**src/rtl/sc_speed_scheduler_pkg.sv**
```systemverilog
// Purpose: shared state encodings and period-clamp helper for the speed scheduler.
// Latency: n/a (types and a pure function only).
// Backpressure: n/a.
package sc_speed_scheduler_pkg;

    typedef enum logic [1:0] {
        ST_IDLE  = 2'd0,
        ST_RUN   = 2'd1,
        ST_PAUSE = 2'd2,
        ST_CRASH = 2'd3
    } sched_state_e;

    // Tick period for a given level: max(base - level*step, min_p).
    // The comparison is arranged so that base - level*step is only formed
    // when it cannot drop below min_p, which also rules out any wrap.
    function automatic longint unsigned period_clamp(
        input longint unsigned level,
        input longint unsigned base,
        input longint unsigned step,
        input longint unsigned min_p
    );
        longint unsigned reduction;
        reduction = level * step;
        if (reduction + min_p >= base) begin
            return min_p;
        end
        return base - reduction;
    endfunction

endpackage

```
**src/rtl/sc_tick_prescaler.sv**
```systemverilog
// Purpose: free-running prescaler that wraps and flags a match when count >= period-1.
// Latency: match_o is combinational from the count register; the count clears on the match edge.
// Backpressure: none; enable_i freezes the count, clear_i zeroes it (clear wins).
//
// Ports:
//   clk_i, rst_i   clock, asynchronous active-high reset
//   enable_i       advance the count this cycle
//   clear_i        force the count to zero this cycle
//   period_i       current period in clocks (must be >= 1)
//   match_o        count has reached period-1 (or beyond, after a period shrink)
module sc_tick_prescaler
    import sc_speed_scheduler_pkg::*;
#(
    parameter int unsigned WIDTH = 24
) (
    input  logic             clk_i,
    input  logic             rst_i,
    input  logic             enable_i,
    input  logic             clear_i,
    input  logic [WIDTH-1:0] period_i,
    output logic             match_o
);

    logic [WIDTH-1:0] count_q;
    logic [WIDTH-1:0] count_d;

    // ">=" rather than "==" so a level-up that shortens the period below
    // the current count still produces a tick on the next enabled cycle.
    assign match_o = (count_q >= (period_i - WIDTH'(1)));

    always_comb begin
        count_d = count_q;
        if (clear_i) begin
            count_d = '0;
        end else if (enable_i) begin
            count_d = match_o ? '0 : (count_q + WIDTH'(1));
        end
    end

    always_ff @(posedge clk_i or posedge rst_i) begin
        if (rst_i) begin
            count_q <= '0;
        end else begin
            count_q <= count_d;
        end
    end

endmodule

```
**src/rtl/sc_speed_scheduler.sv**
```systemverilog
// Purpose: game speed scheduler: IDLE/RUN/PAUSE/CRASH control with level-dependent tick rate.
// Latency: all outputs registered; a tick appears the cycle after the prescaler match edge.
// Backpressure: none; all inputs are active-low levels sampled on every rising edge.
//
// Ports:
//   SC_SPEED_SCHEDULER_CLOCK_50       clock
//   SC_SPEED_SCHEDULER_RESET_InHigh   asynchronous active-high reset
//   SC_SPEED_SCHEDULER_start_InLow    start request (IDLE only)
//   SC_SPEED_SCHEDULER_pause_InLow    hold paused while low
//   SC_SPEED_SCHEDULER_crash_InLow    collision
//   SC_SPEED_SCHEDULER_levelup_InLow  level increment, one per low cycle
//   SC_SPEED_SCHEDULER_tick_OutLow    one-cycle active-low count strobe
//   SC_SPEED_SCHEDULER_level_OutBUS   current speed level
//   SC_SPEED_SCHEDULER_state_OutBUS   current state encoding
module sc_speed_scheduler
    import sc_speed_scheduler_pkg::*;
#(
    parameter int unsigned PRESCALER_WIDTH = 24,
    parameter int unsigned LEVEL_WIDTH     = 3,
    parameter int unsigned BASE_PERIOD     = 5000000,
    parameter int unsigned PERIOD_STEP     = 500000,
    parameter int unsigned MIN_PERIOD      = 1000000,
    parameter int unsigned CRASH_HOLD      = 50000000
) (
    input  logic                   SC_SPEED_SCHEDULER_CLOCK_50,
    input  logic                   SC_SPEED_SCHEDULER_RESET_InHigh,
    input  logic                   SC_SPEED_SCHEDULER_start_InLow,
    input  logic                   SC_SPEED_SCHEDULER_pause_InLow,
    input  logic                   SC_SPEED_SCHEDULER_crash_InLow,
    input  logic                   SC_SPEED_SCHEDULER_levelup_InLow,
    output logic                   SC_SPEED_SCHEDULER_tick_OutLow,
    output logic [LEVEL_WIDTH-1:0] SC_SPEED_SCHEDULER_level_OutBUS,
    output logic [1:0]             SC_SPEED_SCHEDULER_state_OutBUS
);

    localparam int unsigned HOLD_W = (CRASH_HOLD > 1) ? $clog2(CRASH_HOLD) : 1;
    localparam logic [LEVEL_WIDTH-1:0] MAX_LEVEL = '1;

    logic clk;
    logic rst;
    assign clk = SC_SPEED_SCHEDULER_CLOCK_50;
    assign rst = SC_SPEED_SCHEDULER_RESET_InHigh;

    sched_state_e               state_q,  state_d;
    logic [LEVEL_WIDTH-1:0]     level_q,  level_d;
    logic [HOLD_W-1:0]          hold_q,   hold_d;
    logic                       tick_n_q, tick_n_d;

    logic                       psc_en;
    logic                       psc_clr;
    logic                       psc_match;
    logic [PRESCALER_WIDTH-1:0] period;

    assign period = PRESCALER_WIDTH'(period_clamp(64'(level_q), 64'(BASE_PERIOD),
                                                  64'(PERIOD_STEP), 64'(MIN_PERIOD)));

    sc_tick_prescaler #(
        .WIDTH (PRESCALER_WIDTH)
    ) u_prescaler (
        .clk_i    (clk),
        .rst_i    (rst),
        .enable_i (psc_en),
        .clear_i  (psc_clr),
        .period_i (period),
        .match_o  (psc_match)
    );

    always_comb begin
        state_d  = state_q;
        level_d  = level_q;
        hold_d   = hold_q;
        tick_n_d = 1'b1;
        psc_en   = 1'b0;
        psc_clr  = 1'b0;
        case (state_q)
            ST_IDLE: begin
                if (!SC_SPEED_SCHEDULER_start_InLow) begin
                    state_d = ST_RUN;
                    level_d = '0;
                    psc_clr = 1'b1;
                end
            end
            ST_RUN: begin
                // crash beats pause beats levelup; only an undisturbed RUN
                // cycle advances the prescaler or emits a tick.
                if (!SC_SPEED_SCHEDULER_crash_InLow) begin
                    state_d = ST_CRASH;
                    hold_d  = HOLD_W'(CRASH_HOLD - 1);
                    level_d = '0;
                    psc_clr = 1'b1;
                end else if (!SC_SPEED_SCHEDULER_pause_InLow) begin
                    state_d = ST_PAUSE;
                end else begin
                    psc_en   = 1'b1;
                    tick_n_d = ~psc_match;
                    if (!SC_SPEED_SCHEDULER_levelup_InLow && (level_q != MAX_LEVEL)) begin
                        level_d = level_q + LEVEL_WIDTH'(1);
                    end
                end
            end
            ST_PAUSE: begin
                if (SC_SPEED_SCHEDULER_pause_InLow) begin
                    state_d = ST_RUN;
                end
            end
            ST_CRASH: begin
                if (hold_q == '0) begin
                    state_d = ST_RUN;
                end else begin
                    hold_d = hold_q - HOLD_W'(1);
                end
            end
            default: begin
                state_d = ST_IDLE;
            end
        endcase
    end

    always_ff @(posedge clk or posedge rst) begin
        if (rst) begin
            state_q  <= ST_IDLE;
            level_q  <= '0;
            hold_q   <= '0;
            tick_n_q <= 1'b1;
        end else begin
            state_q  <= state_d;
            level_q  <= level_d;
            hold_q   <= hold_d;
            tick_n_q <= tick_n_d;
        end
    end

    assign SC_SPEED_SCHEDULER_tick_OutLow  = tick_n_q;
    assign SC_SPEED_SCHEDULER_level_OutBUS = level_q;
    assign SC_SPEED_SCHEDULER_state_OutBUS = state_q;

endmodule

```
**config.mk**
```make
export PLATFORM = sky130hd
export DESIGN_NAME = sc_speed_scheduler
export DESIGN_NICKNAME = d
export VERILOG_FILES = /design/src/rtl/sc_speed_scheduler_pkg.sv /design/src/rtl/sc_tick_prescaler.sv /design/src/rtl/sc_speed_scheduler.sv
export SDC_FILE = /design/constraint.sdc
export NUM_CORES = 1
export LEC_CHECK = 0
export BUFFER_PORTS_ARGS = -buffer_cell sky130_fd_sc_hd__buf_4
export CORE_MARGIN = 3
export CORE_UTILIZATION = 43
export CTS_BUF_LIST = sky130_fd_sc_hd__clkbuf_8
export DETAILED_ROUTE_END_ITERATION = 8
export PLACE_DENSITY_LB_ADDON = 0.3
export SLEW_MARGIN = 30
export SYNTH_ARGS = -nofsm -noshare
export SYNTH_HDL_FRONTEND = slang
export SYNTH_SLANG_ARGS = --single-unit
```
**constraint.sdc**
```tcl
create_clock -name SC_SPEED_SCHEDULER_CLOCK_50 -period 6.6 [get_ports SC_SPEED_SCHEDULER_CLOCK_50]
set_input_delay 1.32 -clock SC_SPEED_SCHEDULER_CLOCK_50 [delete_from_list [all_inputs] [get_ports SC_SPEED_SCHEDULER_CLOCK_50]]
set_output_delay 1.32 -clock SC_SPEED_SCHEDULER_CLOCK_50 [all_outputs]
set_load 0.02 [all_outputs]
```
==> impl_metrics.tcl, run 1 <==
set metrics [dict create \
    placed_area_sq_mm 0.004761 \
    worstSetupEndpointType "flip-flop" \
    synth-async-reset-ratio 1.000 \
    cp_cell_sequence "clkinv_1 -> ha_1 -> ha_1 -> fa_1 -> nor3_1 -> nand2_1 -> o22a_1 -> o211a_1 -> or4_1 -> a21oi_1 -> ha_1 -> and4_1 -> a2111o_1 -> o221ai_1 -> a31o_2 -> nand2_2 -> o311ai_0" \
    drt_iter0_drc 194 \
    synthesis.area_sq_mm 0.004539 \
    initial_core_util 0.4540 \
    num_vias 3864 \
    yosysUniqueCellTypes 67 \
    portBuffers 11 \
    stdcell_area_sq_mm 0.004858 \
    ys.flop_type "dfrtp_1" \
    crit_top_cell "ha_1" \
    crit_family "compound AO/OA/AOI/OAI gates" \
    met3_length_um 412 \
    grt-ovfl-total 0 \
    yosysWarnings 0 \
    die_y_um 108.7 \
    slew_viol_final 0 \
    nets 578 \
    yosysSeqAreaShare 0.3090 \
    finalHoldViolations 0 \
    yosys.area_share.adder 0.1334 \
    final.setup_skew_ns 0.01365 \
    muxShareOfSynthArea 0.006615 \
    synth_most_common_cell "nand2_1" \
    grt_first_pass_wirelength_mm 17.96 \
    die_w_um 108.7 \
    cp_slowest_cell "ha_1" \
    wl_met1_mm 5.090 \
    timing.rr.end "u_prescaler.count_q[12]$_DFFE_PP0P_" \
    cp.depth 17 \
    tns_ns 0 \
    syn_to_final_growth_pct 7.029 \
    fill_cells 964 \
    synthXorXnorAreaFrac 0.08600 \
    ys_ff_latch 56 \
    root_buffer "clkbuf_8" \
    clock-sinks 56 \
    path_class "reg2reg" \
    ir_drop_mv 0.1326 \
    top_layer_used "met4" \
    fmax_ghz 0.1646 \
    dp_hpwl_mm 7.237 \
    clkLatencyLatePin_ns 0.32 \
    hold_start "u_prescaler.count_q[23]$_DFFE_PP0P_" \
    grt_pass1_vias 3845 \
    syn_inst 517 \
    crit_fanout 24 \
    clockBufferDepth 2 \
    required_ns 6.80 \
    yosysTopAreaCellShare 0.3032 \
    antenna_found_initial 0 \
    yosys.area.top_type "dfrtp_1" \
    worst-path-buf-inv 1 \
    synth_enable_flop_cells 0 \
    synth_compound_area_frac 0.1907 \
    synthTopCellsByArea "dfrtp_1 (30%), ha_1 (12%), nand2_1 (5.0%)" \
    reg2reg_depth 17 \
    avgSynthCellArea_sq_um 8.780 \
    timing.rr.start "SC_SPEED_SCHEDULER_level_OutBUS[0]$_DFFE_PP0P_" \
    drive_gt1_frac 0.08539 \
    die_area_sq_mm 0.01183 \
    postRouteAntennaNets 0 \
    crit_path_start "SC_SPEED_SCHEDULER_level_OutBUS[0]$_DFFE_PP0P_" \
    io_pins 12 \
    numCtsBuffers 5 \
    worst_pin_slew_ns 0.7961 \
    slowest_delay_ns 0.55 \
    outcome "complete, no violations" \
    finalCriticalPeriod_ns 6.075 \
    grt_max_degree 57 \
    maxCapViolations 0 \
    clk_pin_slew_ns 0.12 \
    drcViolationCount 0 \
    ctsHoldBuffers 0 \
    wire_per_inst_um 15.51 \
    diodes 0 \
    totalWireLength_mm 10.24 \
    syn_nets 569 \
    final_min_period_over_clock_period 0.9204 \
    rsz0062_at_grt "false" \
    ys_top_cells_by_count "nand2_1 (60), dfrtp_1 (55), ha_1 (42)" \
    startpoint_type "flip-flop" \
    powerDensity_mw_per_mm2 283.1 \
    maxSlewHeadroom 0.4693 \
    place_congestion 0.9346 \
    wl_met2_mm 4.611 \
    via_per_inst 5.855 \
    synth_top_family_by_area "simple AND/OR/NAND/NOR gates" \
    leakage_uw 0.001931 \
    setup_viol 0 \
    cts_tree "done" \
    min_path_cells 1 \
    crit_arrival_ns 6.28 \
    postCtsSetupBuffers 0 \
    cts_resized 0 \
    fp-row-count 36 \
    core-area_sq_mm 0.01000 \
    r2r_setup_slack_ns 0.53 \
    synthSimpleGateAreaFrac 0.2393 \
    grtUsageTotal 0.1828 \
    htree_num_levels 2 \
    first_pass_iters 4 \
    hold_class "reg2reg" \
    min_to "u_prescaler.count_q[23]$_DFFE_PP0P_" \
]
## per-stage QoR
| step | worst slack (ns) | cells | total power (uW) | hold WS (ns) | util |
|---|---|---|---|---|---|
| 2_1_floorplan | 0.9969 | 517 | 1002 | 0.4569 | - |
| 3_3_place_gp | 0.6135 | 652 | 1147 | 0.4718 | 0.4761 |
| 3_5_place_dp | 0.3435 | 652 | 1172 | 0.4722 | 0.4761 |
| 4_1_cts | 0.3343 | 660 | 1381 | 0.4898 | 0.4856 |
| 5_1_grt | 0.09470 | 660 | 1510 | 0.4966 | 0.4859 |
| 6_report | 0.5254 | 660 | 1376 | 0.4851 | 0.4859 |
## layout by cell type (no fill, tap or decap), types with 6 or more instances in the layout
cell	synthesis	layout
nand4_1	17	17
nand2_1	60	59
a21o_1	7	7
inv_1	22	21
buf_4	0	17
dfrtp_1	55	55
o21a_1	7	7
xnor2_1	20	20
o31a_1	6	6
ha_1	42	42
o21ai_0	20	20
nor2_1	40	40
a31oi_1	11	11
o22ai_1	6	6
xor2_1	22	22
o311ai_0	9	9
a21oi_1	17	17
and2_1	6	6
nand3_1	19	19
nor3_1	13	13
## final cells by class
type | count | area [sq um] | share of cell area
multi-input cells | 423 | 2980 | 0.6134
clock inverters | 3 | 26.28 | 0.005408
inverters | 23 | 86.33 | 0.01777
flip-flops and latches | 56 | 1403 | 0.2887
well taps | 133 | 166.4 | 0.03425
clock buffers | 5 | 68.82 | 0.01416
repair buffers | 17 | 127.6 | 0.02627
## flip-flops by register name (all words and copies together) (netlist names)
name and cells:
u_prescaler.count_q 24, SC_SPEED_SCHEDULER_level_OutBUS 3, hold_q 26, SC_SPEED_SCHEDULER_state_OutBUS 2, SC_SPEED_SCHEDULER_tick_OutLow 1
## where the power goes
group          internal [uW]  switching [uW]  leakage (uW)  total (uW)
logic                    290             484       0.00121         774
clock network           77.7             129     0.0000423         206
registers                368            27.8      0.000682         395
total                    735             640       0.00193        1380
## routing by layer
metal / GRT usage / vias up
met5: 0 / -
met4: 0.04689 / 0
met3: 0.02250 / 12
met2: 0.2983 / 86
met1: 0.2573 / 1847
li1: - / 1919
## cell families (layout without fill, tap and decap cells)
logic type      count (synthesis)  after routing
buf+inv                        38             48
mux                             3              3
fa+ha+maj                      46             46
compound gates                122            122
simple gates                  209            209
flops                          56             56
xor+xnor                       43             43
## worst max-delay path by stage
| stage | slack [ns] | to |
|---|---|---|
| 5_1_grt | 0.09 | u_prescaler.count_q[18]$_DFFE_PP0P_ |
| 3_3_place_gp | 0.61 | u_prescaler.count_q[20]$_DFFE_PP0P_ |
| 6_report | 0.53 | u_prescaler.count_q[12]$_DFFE_PP0P_ |
| 4_1_cts | 0.33 | u_prescaler.count_q[9]$_DFFE_PP0P_ |
| 3_5_place_dp | 0.34 | u_prescaler.count_q[6]$_DFFE_PP0P_ |
| 2_1_floorplan | 1.0 | u_prescaler.count_q[20]$_DFFE_PP0P_ |
No activity file was read; power rests on OpenSTA's default activity.
==> inputs of run 2 (changes only) <==
CORE_ASPECT_RATIO = 0.5   (was default)
SLEW_MARGIN = default   (was 30)
==> run 2 against run 1 <==
Net effect: critical path depth unchanged; non-clock buffer count increased by 1; die area increased by 0.63%; wire length increased by 0.60%; cell count increased by 0.45%; worst setup slack improved by 0.084 ns; clock skew decreased by 0.0031 ns; highest routed layer unchanged; register-to-register slack improved by 0.08 ns; sequential power about the same; count of clock-buffer cells in the layout unchanged; final area increased by 0.46%; via count about the same.
==> impl_metrics.tcl, run 2 (synthesis gave the netlist of run 1 again) <==
set metrics [dict create \
    tns_ns 0 \
    nets 579 \
    fmax_ghz 0.1669 \
    totalWireLength_mm 10.30 \
    dp_hpwl_mm 7.430 \
    root_buffer "clkbuf_8" \
    initial_core_util 0.4607 \
    crit_fanout 24 \
    r2r_setup_slack_ns 0.61 \
    timing.rr.start "SC_SPEED_SCHEDULER_level_OutBUS[2]$_DFFE_PP0P_" \
    antenna_found_initial 0 \
    cts_tree "done" \
    drcViolationCount 0 \
    pre_cts_slack_ns 0.4807 \
    first_pass_iters 5 \
    postCtsSetupBuffers 0 \
    reg2reg_depth 17 \
    final_min_period_over_clock_period 0.9076 \
    grt_max_degree 57 \
    rsz0062_at_grt "false" \
    numCtsBuffers 5 \
    crit_arrival_ns 6.19 \
    largest_reg_flops 26 \
    clock-sinks 56 \
    worst_pin_slew_ns 0.8130 \
    leakage_uw 0.001952 \
    endpoint "u_prescaler.count_q[10]$_DFFE_PP0P_" \
    syn_to_final_growth_pct 7.525 \
    clkLatencyLatePin_ns 0.32 \
    grt_first_pass_wirelength_mm 17.77 \
    final.setup_skew_ns 0.01055 \
    maxCapViolations 0 \
    core-area_sq_mm 0.009853 \
    num_vias 3863 \
    clockBufferDepth 2 \
    fp-row-count 25 \
    top_register "hold_q" \
    drive_gt1_frac 0.08523 \
    final_common_cell "nand2_1" \
    via_per_inst 5.827 \
    wire_per_inst_um 15.53 \
    final.setup.worst_slack_ns 0.6097 \
    worstSetupEndpointType "flip-flop" \
    timing.rr.end "u_prescaler.count_q[10]$_DFFE_PP0P_" \
    portBuffers 11 \
    grtUsageTotal 0.1799 \
    clk_pin_slew_ns 0.10 \
    outcome "complete, no violations" \
    powerDensity_mw_per_mm2 287.6 \
    postRouteAntennaNets 0 \
    setup_viol 0 \
    path_class "reg2reg" \
    startpoint_type "flip-flop" \
    die_y_um 78.65 \
    grt-ovfl-total 0 \
    ir_drop_mv 0.1358 \
    hold_class "reg2reg" \
    place_congestion 0.8872 \
    die_area_sq_mm 0.01190 \
    required_ns 6.80 \
    htree_num_levels 2 \
    crit_path_start "SC_SPEED_SCHEDULER_level_OutBUS[2]$_DFFE_PP0P_" \
    finalCriticalPeriod_ns 5.990 \
    final_cell_mix "nand2_1 (59), dfrtp_1 (55), ha_1 (42)" \
    maxSlewHeadroom 0.4580 \
    drt_iter0_drc 297 \
    finalHoldViolations 0 \
    slew_viol_final 0 \
    die_w_um 151.3 \
    diodes 0 \
    io_pins 12 \
    grt_pass1_vias 3615 \
]
run 2: cell types whose count changed in the layout (fill, tap and decap cells not counted):
cell        previous run  this run
clkinvlp_4             2         0
buf_4                 17        18
bufinv_16              0         1
inv_8                  1         0
clkinv_2               0         1
inv_1                 21        22
run 2: per-layer routing:
metal | part of all wire | wire length (um) | global-route usage
met1 | 0.53 | 5508 | 0.2779
met2 | 0.43 | 4384 | 0.2674
met3 | 0.032 | 331 | 0.02595
met4 | 0.0072 | 74 | 0.03074
met5 | 0 | 0 | 0
run 2: where the power goes:
part           switching (uW)  internal, uW  total (uW)
Combinational             489           294         783
Clock                     113           111         225
Sequential               28.6           368         396
run 2: worst min path at each step:
stage | depth (start not counted) | slack, ns | to | from
CTS | 1 | 0.49 | u_prescaler.count_q[23]$_DFFE_PP0P_ | u_prescaler.count_q[23]$_DFFE_PP0P_
global placement | 1 | 0.48 | u_prescaler.count_q[23]$_DFFE_PP0P_ | u_prescaler.count_q[23]$_DFFE_PP0P_
global route | 1 | 0.53 | u_prescaler.count_q[23]$_DFFE_PP0P_ | u_prescaler.count_q[23]$_DFFE_PP0P_
finish | 1 | 0.49 | u_prescaler.count_q[23]$_DFFE_PP0P_ | u_prescaler.count_q[23]$_DFFE_PP0P_
detailed placement | 1 | 0.48 | u_prescaler.count_q[23]$_DFFE_PP0P_ | u_prescaler.count_q[23]$_DFFE_PP0P_
floorplan | 1 | 0.46 | u_prescaler.count_q[23]$_DFFE_PP0P_ | u_prescaler.count_q[23]$_DFFE_PP0P_
run 2: metrics by stage:
| stage | util | cells | hold WS, ns | cell area [sq um] | power [uW] |
|---|---|---|---|---|---|
| after floorplan | - | 517 | 0.4569 | 4539 | 1002 |
| after global placement | 0.4842 | 655 | 0.4807 | 4771 | 1166 |
| after detailed placement | 0.4842 | 655 | 0.4795 | 4771 | 1175 |
| after CTS | 0.4951 | 663 | 0.4935 | 4878 | 1405 |
| after global routing | 0.4954 | 663 | 0.5279 | 4881 | 1528 |
| final | 0.4954 | 663 | 0.4895 | 4881 | 1404 |
run 2: timing repair:
| action | CTS | global route |
|---|---|---|
| gates resized for setup | 0 | 1 |
| hold buffers | 0 | 0 |
| endpoints found under the setup margin | 0 | 3 |
run 2: cell type report:
cell class              instances  area (sq um)
flip-flops and latches         56          1403
repair buffers                 18         135.1
well taps                     135         168.9
inverters                      23         86.33
multi-input cells             423          2980
clock buffers                   5         68.82
clock inverters                 3         38.79
fillers                       932          4972
run 2: critical path, stage by stage (launching register included):
cell	delay, ns
dfrtp_1	0.53
inv_1	0.20
fa_1	0.55
inv_1	0.10
fa_1	0.59
nor3_1	0.44
nand2_1	0.10
o22a_1	0.17
o211a_1	0.31
or4_1	0.55
a21oi_1	0.15
ha_1	0.23
and4_1	0.14
a2111o_1	0.38
o221ai_1	0.21
a31o_2	0.48
nand2_2	0.33
o311ai_0	0.41
